**src/rtl/pedestrian_request_unit_pkg.sv**
```systemverilog
`default_nettype none
// ============================================================================
// Module : pedestrian_request_unit_pkg
// Desc   : Shared FSM encodings and sizing helper for the pedestrian unit.
// Rev    : 1.0 - initial release
// ============================================================================
package pedestrian_request_unit_pkg;

  localparam int STATE_W = 2;

  localparam logic [STATE_W-1:0] PED_IDLE = 2'd0;
  localparam logic [STATE_W-1:0] PED_WAIT = 2'd1;
  localparam logic [STATE_W-1:0] PED_WALK = 2'd2;
  localparam logic [STATE_W-1:0] PED_LOCK = 2'd3;

  // Bits needed to hold 0..max_val, never less than one.
  function automatic int cnt_width(input int max_val);
    return (max_val < 2) ? 1 : $clog2(max_val + 1);
  endfunction

endpackage
`default_nettype wire

```
**src/rtl/pedestrian_request_unit_if.sv**
```systemverilog
`default_nettype none
// ============================================================================
// Module : pedestrian_request_unit_if
// Desc   : Button, controller light and lamp/display signals of the unit.
// Rev    : 1.0 - initial release
// ============================================================================
interface pedestrian_request_unit_if #(
  parameter int COUNT_W = 4
);
  logic               btn_raw;
  logic               walk_light;
  logic               stop_light;
  logic               pedestrian_btn;
  logic               wait_lamp;
  logic [COUNT_W-1:0] walk_ticks;
  logic               fault;

  modport master (
    output btn_raw, walk_light, stop_light,
    input  pedestrian_btn, wait_lamp, walk_ticks, fault
  );

  modport slave (
    input  btn_raw, walk_light, stop_light,
    output pedestrian_btn, wait_lamp, walk_ticks, fault
  );
endinterface
`default_nettype wire

```
**src/rtl/pedestrian_request_unit_debounce.sv**
```systemverilog
`default_nettype none
// ============================================================================
// Module : ped_debounce
// Desc   : Button synchroniser, debounce counter and registered press pulse.
// Rev    : 1.0 - initial release
// ============================================================================
module ped_debounce
  import pedestrian_request_unit_pkg::*;
#(
  parameter int DEBOUNCE_CYCLES = 4
) (
  input  wire logic clk,
  input  wire logic rst_n,
  input  wire logic btn_raw,
  output logic      btn_db,
  output logic      press
);

  localparam int             CNT_W     = cnt_width(DEBOUNCE_CYCLES - 1);
  localparam logic [CNT_W-1:0] C_DB_LAST = CNT_W'(DEBOUNCE_CYCLES - 1);

  logic             r_sync1;
  logic             r_sync2;
  logic             r_db;
  logic             r_db_q;
  logic             r_press;
  logic [CNT_W-1:0] r_cnt;
  logic             w_diff;

  assign w_diff = r_sync2 ^ r_db;

  always_ff @(posedge clk or negedge rst_n) begin
    if (!rst_n) begin
      r_sync1 <= 1'b0;
      r_sync2 <= 1'b0;
      r_db    <= 1'b0;
      r_db_q  <= 1'b0;
      r_press <= 1'b0;
      r_cnt   <= '0;
    end else begin
      r_sync1 <= btn_raw;
      r_sync2 <= r_sync1;
      // The level flips on the last of DEBOUNCE_CYCLES consecutive mismatches.
      if (!w_diff) begin
        r_cnt <= '0;
      end else if (r_cnt == C_DB_LAST) begin
        r_cnt <= '0;
        r_db  <= ~r_db;
      end else begin
        r_cnt <= r_cnt + 1'b1;
      end
      r_db_q  <= r_db;
      r_press <= r_db & ~r_db_q;
    end
  end

  assign btn_db = r_db;
  assign press  = r_press;

endmodule
`default_nettype wire

```
**src/rtl/pedestrian_request_unit.sv**
```systemverilog
`default_nettype none
// ============================================================================
// Module : pedestrian_request_unit
// Desc   : Kerb-side request FSM with walk display, timeout and light checker.
// Rev    : 1.0 - initial release
// ============================================================================
module pedestrian_request_unit
  import pedestrian_request_unit_pkg::*;
#(
  parameter int DEBOUNCE_CYCLES = 4,
  parameter int TICK_CYCLES     = 8,
  parameter int COUNT_W         = 4,
  parameter int TIMEOUT_CYCLES  = 64,
  parameter int LOCKOUT_CYCLES  = 4
) (
  input wire logic                  clk,
  input wire logic                  rst_n,
  pedestrian_request_unit_if.slave  bus
);

  localparam int              TICK_W      = cnt_width(TICK_CYCLES - 1);
  localparam int              WAIT_W      = cnt_width(TIMEOUT_CYCLES - 1);
  localparam int              LOCK_W      = cnt_width(LOCKOUT_CYCLES - 1);
  localparam logic [TICK_W-1:0] C_TICK_LAST = TICK_W'(TICK_CYCLES - 1);
  localparam logic [WAIT_W-1:0] C_WAIT_LAST = WAIT_W'(TIMEOUT_CYCLES - 1);
  localparam logic [LOCK_W-1:0] C_LOCK_LAST = LOCK_W'(LOCKOUT_CYCLES - 1);

  logic                 w_btn_db_unused;
  logic                 w_press;
  logic [STATE_W-1:0]   r_state;
  logic [STATE_W-1:0]   w_state_nxt;
  logic                 w_req_nxt;
  logic                 r_req;
  logic [TICK_W-1:0]    r_tick_cnt;
  logic [COUNT_W-1:0]   r_walk_ticks;
  logic [WAIT_W-1:0]    r_wait_cnt;
  logic [LOCK_W-1:0]    r_lock_cnt;
  logic                 r_eq_q;
  logic                 r_fault;
  logic                 w_lights_eq;
  logic                 w_timeout;
  logic                 w_lock_done;
  logic                 w_walk_entry;

  ped_debounce #(
    .DEBOUNCE_CYCLES(DEBOUNCE_CYCLES)
  ) u_debounce (
    .clk     (clk),
    .rst_n   (rst_n),
    .btn_raw (bus.btn_raw),
    .btn_db  (w_btn_db_unused),
    .press   (w_press)
  );

  assign w_lights_eq  = (bus.walk_light == bus.stop_light);
  assign w_timeout    = (r_state == PED_WAIT) && (r_wait_cnt == C_WAIT_LAST);
  assign w_lock_done  = (r_lock_cnt == C_LOCK_LAST);
  assign w_walk_entry = (w_state_nxt == PED_WALK) && (r_state != PED_WALK);

  always_ff @(posedge clk or negedge rst_n) begin
    if (!rst_n) begin
      r_state <= PED_IDLE;
    end else begin
      r_state <= w_state_nxt;
    end
  end

  // Walk always wins over a simultaneous press, so it is tested first.
  always_comb begin
    w_state_nxt = r_state;
    case (r_state)
      PED_IDLE: begin
        if (bus.walk_light)   w_state_nxt = PED_WALK;
        else if (w_press)     w_state_nxt = PED_WAIT;
      end
      PED_WAIT: begin
        if (bus.walk_light)   w_state_nxt = PED_WALK;
      end
      PED_WALK: begin
        if (!bus.walk_light)  w_state_nxt = PED_LOCK;
      end
      PED_LOCK: begin
        if (bus.walk_light)   w_state_nxt = PED_WALK;
        else if (w_lock_done) w_state_nxt = PED_IDLE;
      end
      default:                w_state_nxt = PED_IDLE;
    endcase
  end

  always_comb begin
    w_req_nxt = (w_state_nxt == PED_WAIT);
  end

  always_ff @(posedge clk or negedge rst_n) begin
    if (!rst_n) begin
      r_req        <= 1'b0;
      r_tick_cnt   <= '0;
      r_walk_ticks <= '0;
      r_wait_cnt   <= '0;
      r_lock_cnt   <= '0;
      r_eq_q       <= 1'b0;
      r_fault      <= 1'b0;
    end else begin
      r_req <= w_req_nxt;

      // The display keeps its last value through lockout and clears on return to idle.
      if (w_walk_entry) begin
        r_tick_cnt   <= '0;
        r_walk_ticks <= '0;
      end else if (r_state == PED_WALK) begin
        if (r_tick_cnt == C_TICK_LAST) begin
          r_tick_cnt <= '0;
          if (r_walk_ticks != '1) r_walk_ticks <= r_walk_ticks + 1'b1;
        end else begin
          r_tick_cnt <= r_tick_cnt + 1'b1;
        end
      end else if ((r_state == PED_LOCK) && (w_state_nxt == PED_IDLE)) begin
        r_walk_ticks <= '0;
      end

      if (r_state != PED_WAIT)            r_wait_cnt <= '0;
      else if (r_wait_cnt != C_WAIT_LAST) r_wait_cnt <= r_wait_cnt + 1'b1;

      if (r_state != PED_LOCK)            r_lock_cnt <= '0;
      else if (!w_lock_done)              r_lock_cnt <= r_lock_cnt + 1'b1;

      // One sampled cycle of equal lights is controller skew; two is a fault.
      r_eq_q  <= w_lights_eq;
      r_fault <= r_fault | (w_lights_eq & r_eq_q) | w_timeout;
    end
  end

  assign bus.pedestrian_btn = r_req;
  assign bus.wait_lamp      = r_req;
  assign bus.walk_ticks     = r_walk_ticks;
  assign bus.fault          = r_fault;

endmodule
`default_nettype wire
```
**src/flat_wrapper.sv**
```systemverilog
// flat-port wrapper written by rule: the top's interface ports become plain ports
module pedestrian_request_unit_flat import pedestrian_request_unit_pkg::*;
#(
  parameter int DEBOUNCE_CYCLES = 4,
  parameter int TICK_CYCLES     = 8,
  parameter int COUNT_W         = 4,
  parameter int TIMEOUT_CYCLES  = 64,
  parameter int LOCKOUT_CYCLES  = 4
)
  (clk, rst_n, bus_btn_raw, bus_walk_light, bus_stop_light, bus_pedestrian_btn, bus_wait_lamp, bus_walk_ticks, bus_fault);
  pedestrian_request_unit_if #(.COUNT_W(COUNT_W)) bus_i ();
  input wire logic clk;
  input wire logic rst_n;
  input wire logic [$bits(bus_i.btn_raw)-1:0] bus_btn_raw;
  input wire logic [$bits(bus_i.walk_light)-1:0] bus_walk_light;
  input wire logic [$bits(bus_i.stop_light)-1:0] bus_stop_light;
  output wire logic [$bits(bus_i.pedestrian_btn)-1:0] bus_pedestrian_btn;
  output wire logic [$bits(bus_i.wait_lamp)-1:0] bus_wait_lamp;
  output wire logic [$bits(bus_i.walk_ticks)-1:0] bus_walk_ticks;
  output wire logic [$bits(bus_i.fault)-1:0] bus_fault;
  assign bus_i.btn_raw = bus_btn_raw;
  assign bus_i.walk_light = bus_walk_light;
  assign bus_i.stop_light = bus_stop_light;
  assign bus_pedestrian_btn = bus_i.pedestrian_btn;
  assign bus_wait_lamp = bus_i.wait_lamp;
  assign bus_walk_ticks = bus_i.walk_ticks;
  assign bus_fault = bus_i.fault;
  pedestrian_request_unit #(.DEBOUNCE_CYCLES(DEBOUNCE_CYCLES), .TICK_CYCLES(TICK_CYCLES), .COUNT_W(COUNT_W), .TIMEOUT_CYCLES(TIMEOUT_CYCLES), .LOCKOUT_CYCLES(LOCKOUT_CYCLES)) u_core (.clk(clk), .rst_n(rst_n), .bus(bus_i));
endmodule
```
**config.mk**
```make
export PLATFORM = sky130hd
export DESIGN_NAME = pedestrian_request_unit_flat
export DESIGN_NICKNAME = d
export VERILOG_FILES = /design/src/rtl/pedestrian_request_unit_pkg.sv /design/src/rtl/pedestrian_request_unit_if.sv /design/src/rtl/pedestrian_request_unit_debounce.sv /design/src/rtl/pedestrian_request_unit.sv /design/src/flat_wrapper.sv
export SDC_FILE = /design/constraint.sdc
export NUM_CORES = 1
export LEC_CHECK = 0
export CAP_MARGIN = 20
export CORE_MARGIN = 2
export CORE_UTILIZATION = 33
export DETAILED_ROUTE_END_ITERATION = 8
export GPL_TIMING_DRIVEN = 1
export PLACE_DENSITY_LB_ADDON = 0.25
export SLEW_MARGIN = 30
export SYNTH_ARGS = -nofsm -noshare
export SYNTH_HDL_FRONTEND = slang
export SYNTH_HIERARCHICAL = 1
export SYNTH_SLANG_ARGS = --single-unit
```
**constraint.sdc**
```tcl
create_clock -name clk -period 1.12 [get_ports clk]
set_input_delay 0.224 -clock clk [delete_from_list [all_inputs] [get_ports clk]]
set_output_delay 0.224 -clock clk [all_outputs]
set_load 0.02 [all_outputs]
```
Word level (Yosys, flattened, before mapping)
Index checks and enable logic that the tools add are counted.
- register bits after elaboration: 27
- input port bits: 5
- output and inout bits: 7
- logic and storage cells: 75
- add/sub/neg operators: 5
- equal/unequal tests: 18
- muxes and demuxes: 21
- bitwise gates (word level): 7
- reductions and logical operators: 10
- operators by type and width (cell ; count):
    2-to-1 mux 2 bit ; 10
    2-to-1 mux 4 bit ; 5
    2-to-1 mux 6 bit ; 2
    == test 2 bit, second input constant ; 5
    2-to-1 mux 3 bit ; 3
    one-hot mux 2 bit (4 select lines) ; 1
    adder 6 x 1 -> 6 bit, second input constant ; 1
    == test 6 bit, second input constant ; 1
    != test 2 bit, second input constant ; 3
    != test 3 x 2 -> 1 bit, second input constant ; 2
    != test 6 bit, second input constant ; 1
    adder 2 x 1 -> 2 bit, second input constant ; 2
    adder 4 x 1 -> 4 bit, second input constant ; 1
    == test 2 x 1 -> 1 bit, second input constant ; 2
    zero test 2 bit ; 2
    != test 4 bit, second input constant ; 1
    nonzero test 2 bit ; 2
    adder 3 x 1 -> 3 bit, second input constant ; 1
    == test 3 bit, second input constant ; 1
    logical AND 1 bit ; 3
    AND reduction 3 bit ; 1
    nonzero test 3 bit ; 1
    AND 1 bit ; 2
    != test 2 x 1 -> 1 bit, second input constant ; 1
    5 further kinds ; 7

Depth between registers and ports, before layout
Gate-level depths: netlist (run 1).
- depth after elaboration: 9
- depth in mapped cells: 5
- gate-level depth less buffers: 5

Hierarchy
The synthesis (run 1) kept the hierarchy.
- by module, submodules not included (module ; times used ; cells each ; area an instance (µm²) ; sequential area each (µm²)):
    pedestrian_request_unit ; 1 ; 95 ; 1019.7 ; 500.5
    ped_debounce ; 1 ; 13 ; 230.2 ; 175.2

Worst setup path after synthesis (run 1)
Ideal clock, no wire load.
- path type: reg-to-reg
- start point: register u_core.r_walk_ticks[0], in the netlist u_core/bus.walk_ticks[0]
- end point: register u_core.r_walk_ticks[1], in the netlist u_core/bus.walk_ticks[1]
- library setup time: 0.079 ns
- arrival time: 1.276 ns
- data required time: 1.041 ns
- path slack: -0.235 ns
- cell stages (with the launch flop): 5
- path buffers: 0
- clock period less this slack: 1.355 ns
- path through: dfrtp_1 > ha_1 > and3_1 > o22ai_4 > mux2i_1
- longest elaborated chain between the ends: 5
- elaborated cells between the ends (all ways): 8
- ends and longest elaborated chain (item ; RTL line ; RTL):
    from (decl) ; pedestrian_request_unit.sv:35 ; logic [COUNT_W-1:0] r_walk_ticks;
    from (signal assigned) ; pedestrian_request_unit.sv:113 ; if (r_walk_ticks != '1) r_walk_ticks <= r_walk_ticks + 1'b1;
    adder 4 x 1 -> 4 bit ; pedestrian_request_unit.sv:113 ;
    2-to-1 mux 4 bit ; pedestrian_request_unit.sv:113 ;
    2-to-1 mux 4 bit ; pedestrian_request_unit.sv:111 ; if (r_tick_cnt == C_TICK_LAST) begin
    2-to-1 mux 4 bit ; pedestrian_request_unit.sv:110 ; end else if (r_state == PED_WALK) begin
    2-to-1 mux 4 bit ; pedestrian_request_unit.sv:107 ; if (w_walk_entry) begin
Several ways; a longest one is shown, not always the timed one. The select of a mux whose other input is x is not followed.
A chain may end at the register's enable or synchronous reset.

Worst setup path after layout (run 1)
- start point: register u_core.r_tick_cnt[1]
- end point: register u_core.r_walk_ticks[1], in the netlist u_core/bus.walk_ticks[1]
- longest elaborated chain between the ends: 3
- ends and longest elaborated chain (item ; RTL line ; RTL):
    from (decl) ; pedestrian_request_unit.sv:34 ; logic [TICK_W-1:0] r_tick_cnt;
    from (signal assigned) ; pedestrian_request_unit.sv:115 ; r_tick_cnt <= r_tick_cnt + 1'b1;
    == test 3 bit ; pedestrian_request_unit.sv:111 ;
    != test 3 x 2 -> 1 bit (no source line) ; -- ;
    AND reduction 3 bit (no source line) ; -- ;
No other way between the ends.

==> flow_metrics.tcl, run 1 <==
set metrics [dict create \
    routed_wl_mm 2.38 \
    ant_nets 0 \
    synth-seq-cells 27 \
    status "complete, but fails checks" \
    fp.dieArea_um2 4300 \
    drtPass1Iterations 4 \
    drt-initial-drc-count 31 \
    antenna_found_initial 0 \
    violations "negative setup slack" \
    endpoint_kind "register" \
    cts_tree "yes" \
    row_count 22 \
    wire_per_inst_um 12.3 \
    timing.clock.skew_ns 0.00566 \
    hold_violations 0 \
    num_io_pins 12 \
    crit_arrival_ns 1.48 \
    die_height_um 65.5 \
    yosys_warnings 6 \
    max_cap_violations 0 \
    cts_num_sinks 27 \
    synthToLayoutAreaGrowth_pct 42.2 \
    async_flop_share_pct 100 \
    synth-edff-count 0 \
    grt_use_total_pct 12.6 \
    setup_ws_ns -0.160 \
    powerDensity_nw_per_um2 1580 \
    fillCellCount 321 \
    power.leakage_nw 0.769 \
    final_nets 157 \
    worst_hold_slack_ns 0.298 \
    clk_latency_ns 0.27 \
    ff_latch_area_um2 679 \
    drive_gt1_share_pct 45.5 \
    slowest_delay_ns 0.36 \
    antenna_cells 0 \
    cp_cell_sequence "ha_2, ha_4, nand3b_4, o22ai_4, mux2i_1" \
    critical_path_class "register to register" \
    clk_pin_slew_ns 0.09 \
    dp_hpwl_mm 1.67 \
    syn_nets 119 \
    cts_buffers 3 \
    start_kind "register" \
    timing.final.crit_share_pct 114 \
    rsz0062_at_grt "true" \
    cpMaxStageDelayCell "dfrtp_1" \
    cp_max_fo 4 \
    via_count 916 \
    viasPerCell 4.75 \
    avgSynthCellArea_um2 11.6 \
    setup_viol 10 \
    syn_area_um2 1250 \
    numPortBuffers 11 \
    die_w_um 65.5 \
    grt_max_degree 28 \
    synth_ff_type "dfrtp_1" \
    worst_pin_slew_ns 0.322 \
    max_freq_mhz 781 \
    ys_seq_area_share_pct 54.1 \
    htree_levels 1 \
    grt_overflow_total 0 \
    route.detailed.drc 0 \
    post-route-min-period_ns 1.28 \
    yosysUniqueCellTypes 37 \
    maxSlewHeadroom_pct 78.5 \
    cts_buffer_depth 2 \
    ir_worst_vdd_v 0.000969 \
    dp_slack_ns -0.266 \
    place_congestion 0.770 \
    crit_required_ns 1.32 \
    start_util_pct 34.1 \
    clockRootBuffer "clkbuf_8" \
    synthCells 108 \
    core-area_um2 3660 \
    grt_pass1_vias 1005 \
    tns_ns -0.767 \
    worstHoldPathType "input pin to asynchronous set/reset pin" \
    drv_slew 0 \
    power.total_mw 2.82 \
    grt_pass1_wl_mm 4.20 \
    multi_input_area_um2 657 \
]
==> critical path, delay by kind of cell, from the launching register on <==
family | cells | cell delay (ns)
flops | 1 | 0.36
fa+ha+maj | 2 | 0.34
compound gates | 1 | 0.20
mux | 1 | 0.20
simple gates | 1 | 0.10
==> where the power goes <==
group | switching [mW] | internal (mW)
sequential | 0.148 | 1.18
clock | 0.281 | 0.254
combinational | 0.409 | 0.542
total | 0.838 | 1.98
==> final cells by class <==
type / count / area share [%]
Timing Repair Buffer: 38 / 18.1
Sequential cell: 27 / 38.2
Inverter: 4 / 0.844
Clock buffer: 4 / 2.53
Tap cell: 48 / 3.38
Multi-Input combinational cell: 72 / 36.9
==> state kept, by name, summed over array words and instances (netlist names), 2 cells and up <==
name,count
u_core/bus.walk_ticks,4
u_core/u_debounce/r_cnt,2
u_core/r_lock_cnt,2
u_core/r_wait_cnt,6
u_core/r_state,2
u_core/r_tick_cnt,3
==> cells in the mapped netlist, types with 2 or more instances <==
cell,n,area share [%]
nor2b_1,2,1.0
a21oi_1,5,2.0
xnor2_1,2,1.4
nand4_1,2,1.0
o21ai_0,5,2.0
ha_1,6,6.0
nor2_1,4,1.2
buf_6,2,1.8
buf_2,2,0.80
nand3_1,3,1.2
o21bai_1,2,1.2
and3_1,2,1.0
inv_1,4,1.2
nand2b_1,5,2.5
nor3_1,7,2.8
a31oi_1,2,1.0
nand2_1,6,1.8
mux2i_1,2,1.6
dfrtp_1,27,54
==> per-stage QoR <==
step | util, % | instance area, um2 | instances
2_1_floorplan | - | 1300 | 108
3_3_place_gp | 43.6 | 1600 | 183
3_5_place_dp | 43.6 | 1600 | 183
4_1_cts | 45.4 | 1660 | 189
5_1_grt | 48.6 | 1780 | 193
6_report | 48.6 | 1780 | 193
==> cells by family (layout without fill, tap and decap cells) <==
group | Yosys count | after routing | synth area share, %
mux | 3 | 3 | 2.50
simple gates | 38 | 38 | 18.7
buf+inv | 9 | 46 | 4.40
fa+ha+maj | 6 | 6 | 6.01
compound gates | 22 | 22 | 12.2
xor+xnor | 3 | 3 | 2.10
flops | 27 | 27 | 54.1
==> metal layers <==
layer  track usage [%]  routed length, um
met4              3.13                 25
met2              22.7               1230
met5                 0                  0
met1              14.5               1020
met3              4.11                 91
==> worst paths after layout <==
| check | depth (start not counted) | startpoint | end | slack, ns |
|---|---|---|---|---|
| max in group asynchronous | 2 | rst_n | u_core/bus.walk_ticks[0]$_DFFE_PN0P_ | 0.66 |
| worst min register to register | 0 | u_core/u_debounce/r_sync1$_DFF_PN0_ | u_core/u_debounce/r_sync2$_DFF_PN0_ | 0.36 |
| min in group clk | 0 | u_core/u_debounce/r_sync1$_DFF_PN0_ | u_core/u_debounce/r_sync2$_DFF_PN0_ | 0.36 |
| worst max register to register | 5 | u_core/r_tick_cnt[1]$_DFFE_PN0P_ | u_core/bus.walk_ticks[1]$_DFFE_PN0P_ | -0.16 |
| worst max-delay path | 5 | u_core/r_tick_cnt[1]$_DFFE_PN0P_ | u_core/bus.walk_ticks[1]$_DFFE_PN0P_ | -0.16 |
| worst min-delay path | 2 | rst_n | u_core/r_tick_cnt[1]$_DFFE_PN0P_ | 0.30 |
==> repair_timing <==
item,CTS,global route
pin swaps,7,8
hold buffers,0,0
gates resized for setup,37,21
buffers inserted,2,4
endpoints found under the setup margin,18,20
==> cells in the final DEF (no fill, tap or decap), types with 3 or more instances in the layout <==
master            n
a21oi_1           3
buf_2             5
buf_4            21
buf_6             7
clkbuf_8          3
clkdlybuf4s50_1   4
dfrtp_1          24
dfrtp_2           3
ha_4              3
inv_1             4
nand2_1           6
nand2b_1          4
nor2_1            3
nor3_1            3
nor3_2            5
o21ai_0           4
(Power assumes the default switching activity.)
==> run 2: changes to the inputs <==
--- a/config.mk
+++ b/config.mk
@@ -9,6 +9,7 @@
 export CORE_MARGIN = 2
 export CORE_UTILIZATION = 33
 export DETAILED_ROUTE_END_ITERATION = 8
+export GPL_ROUTABILITY_DRIVEN = 0
 export GPL_TIMING_DRIVEN = 1
 export PLACE_DENSITY_LB_ADDON = 0.25
 export SLEW_MARGIN = 30
==> results of run 2 <==
No change in the layout: final DEF, timing and power equal those of run 1.
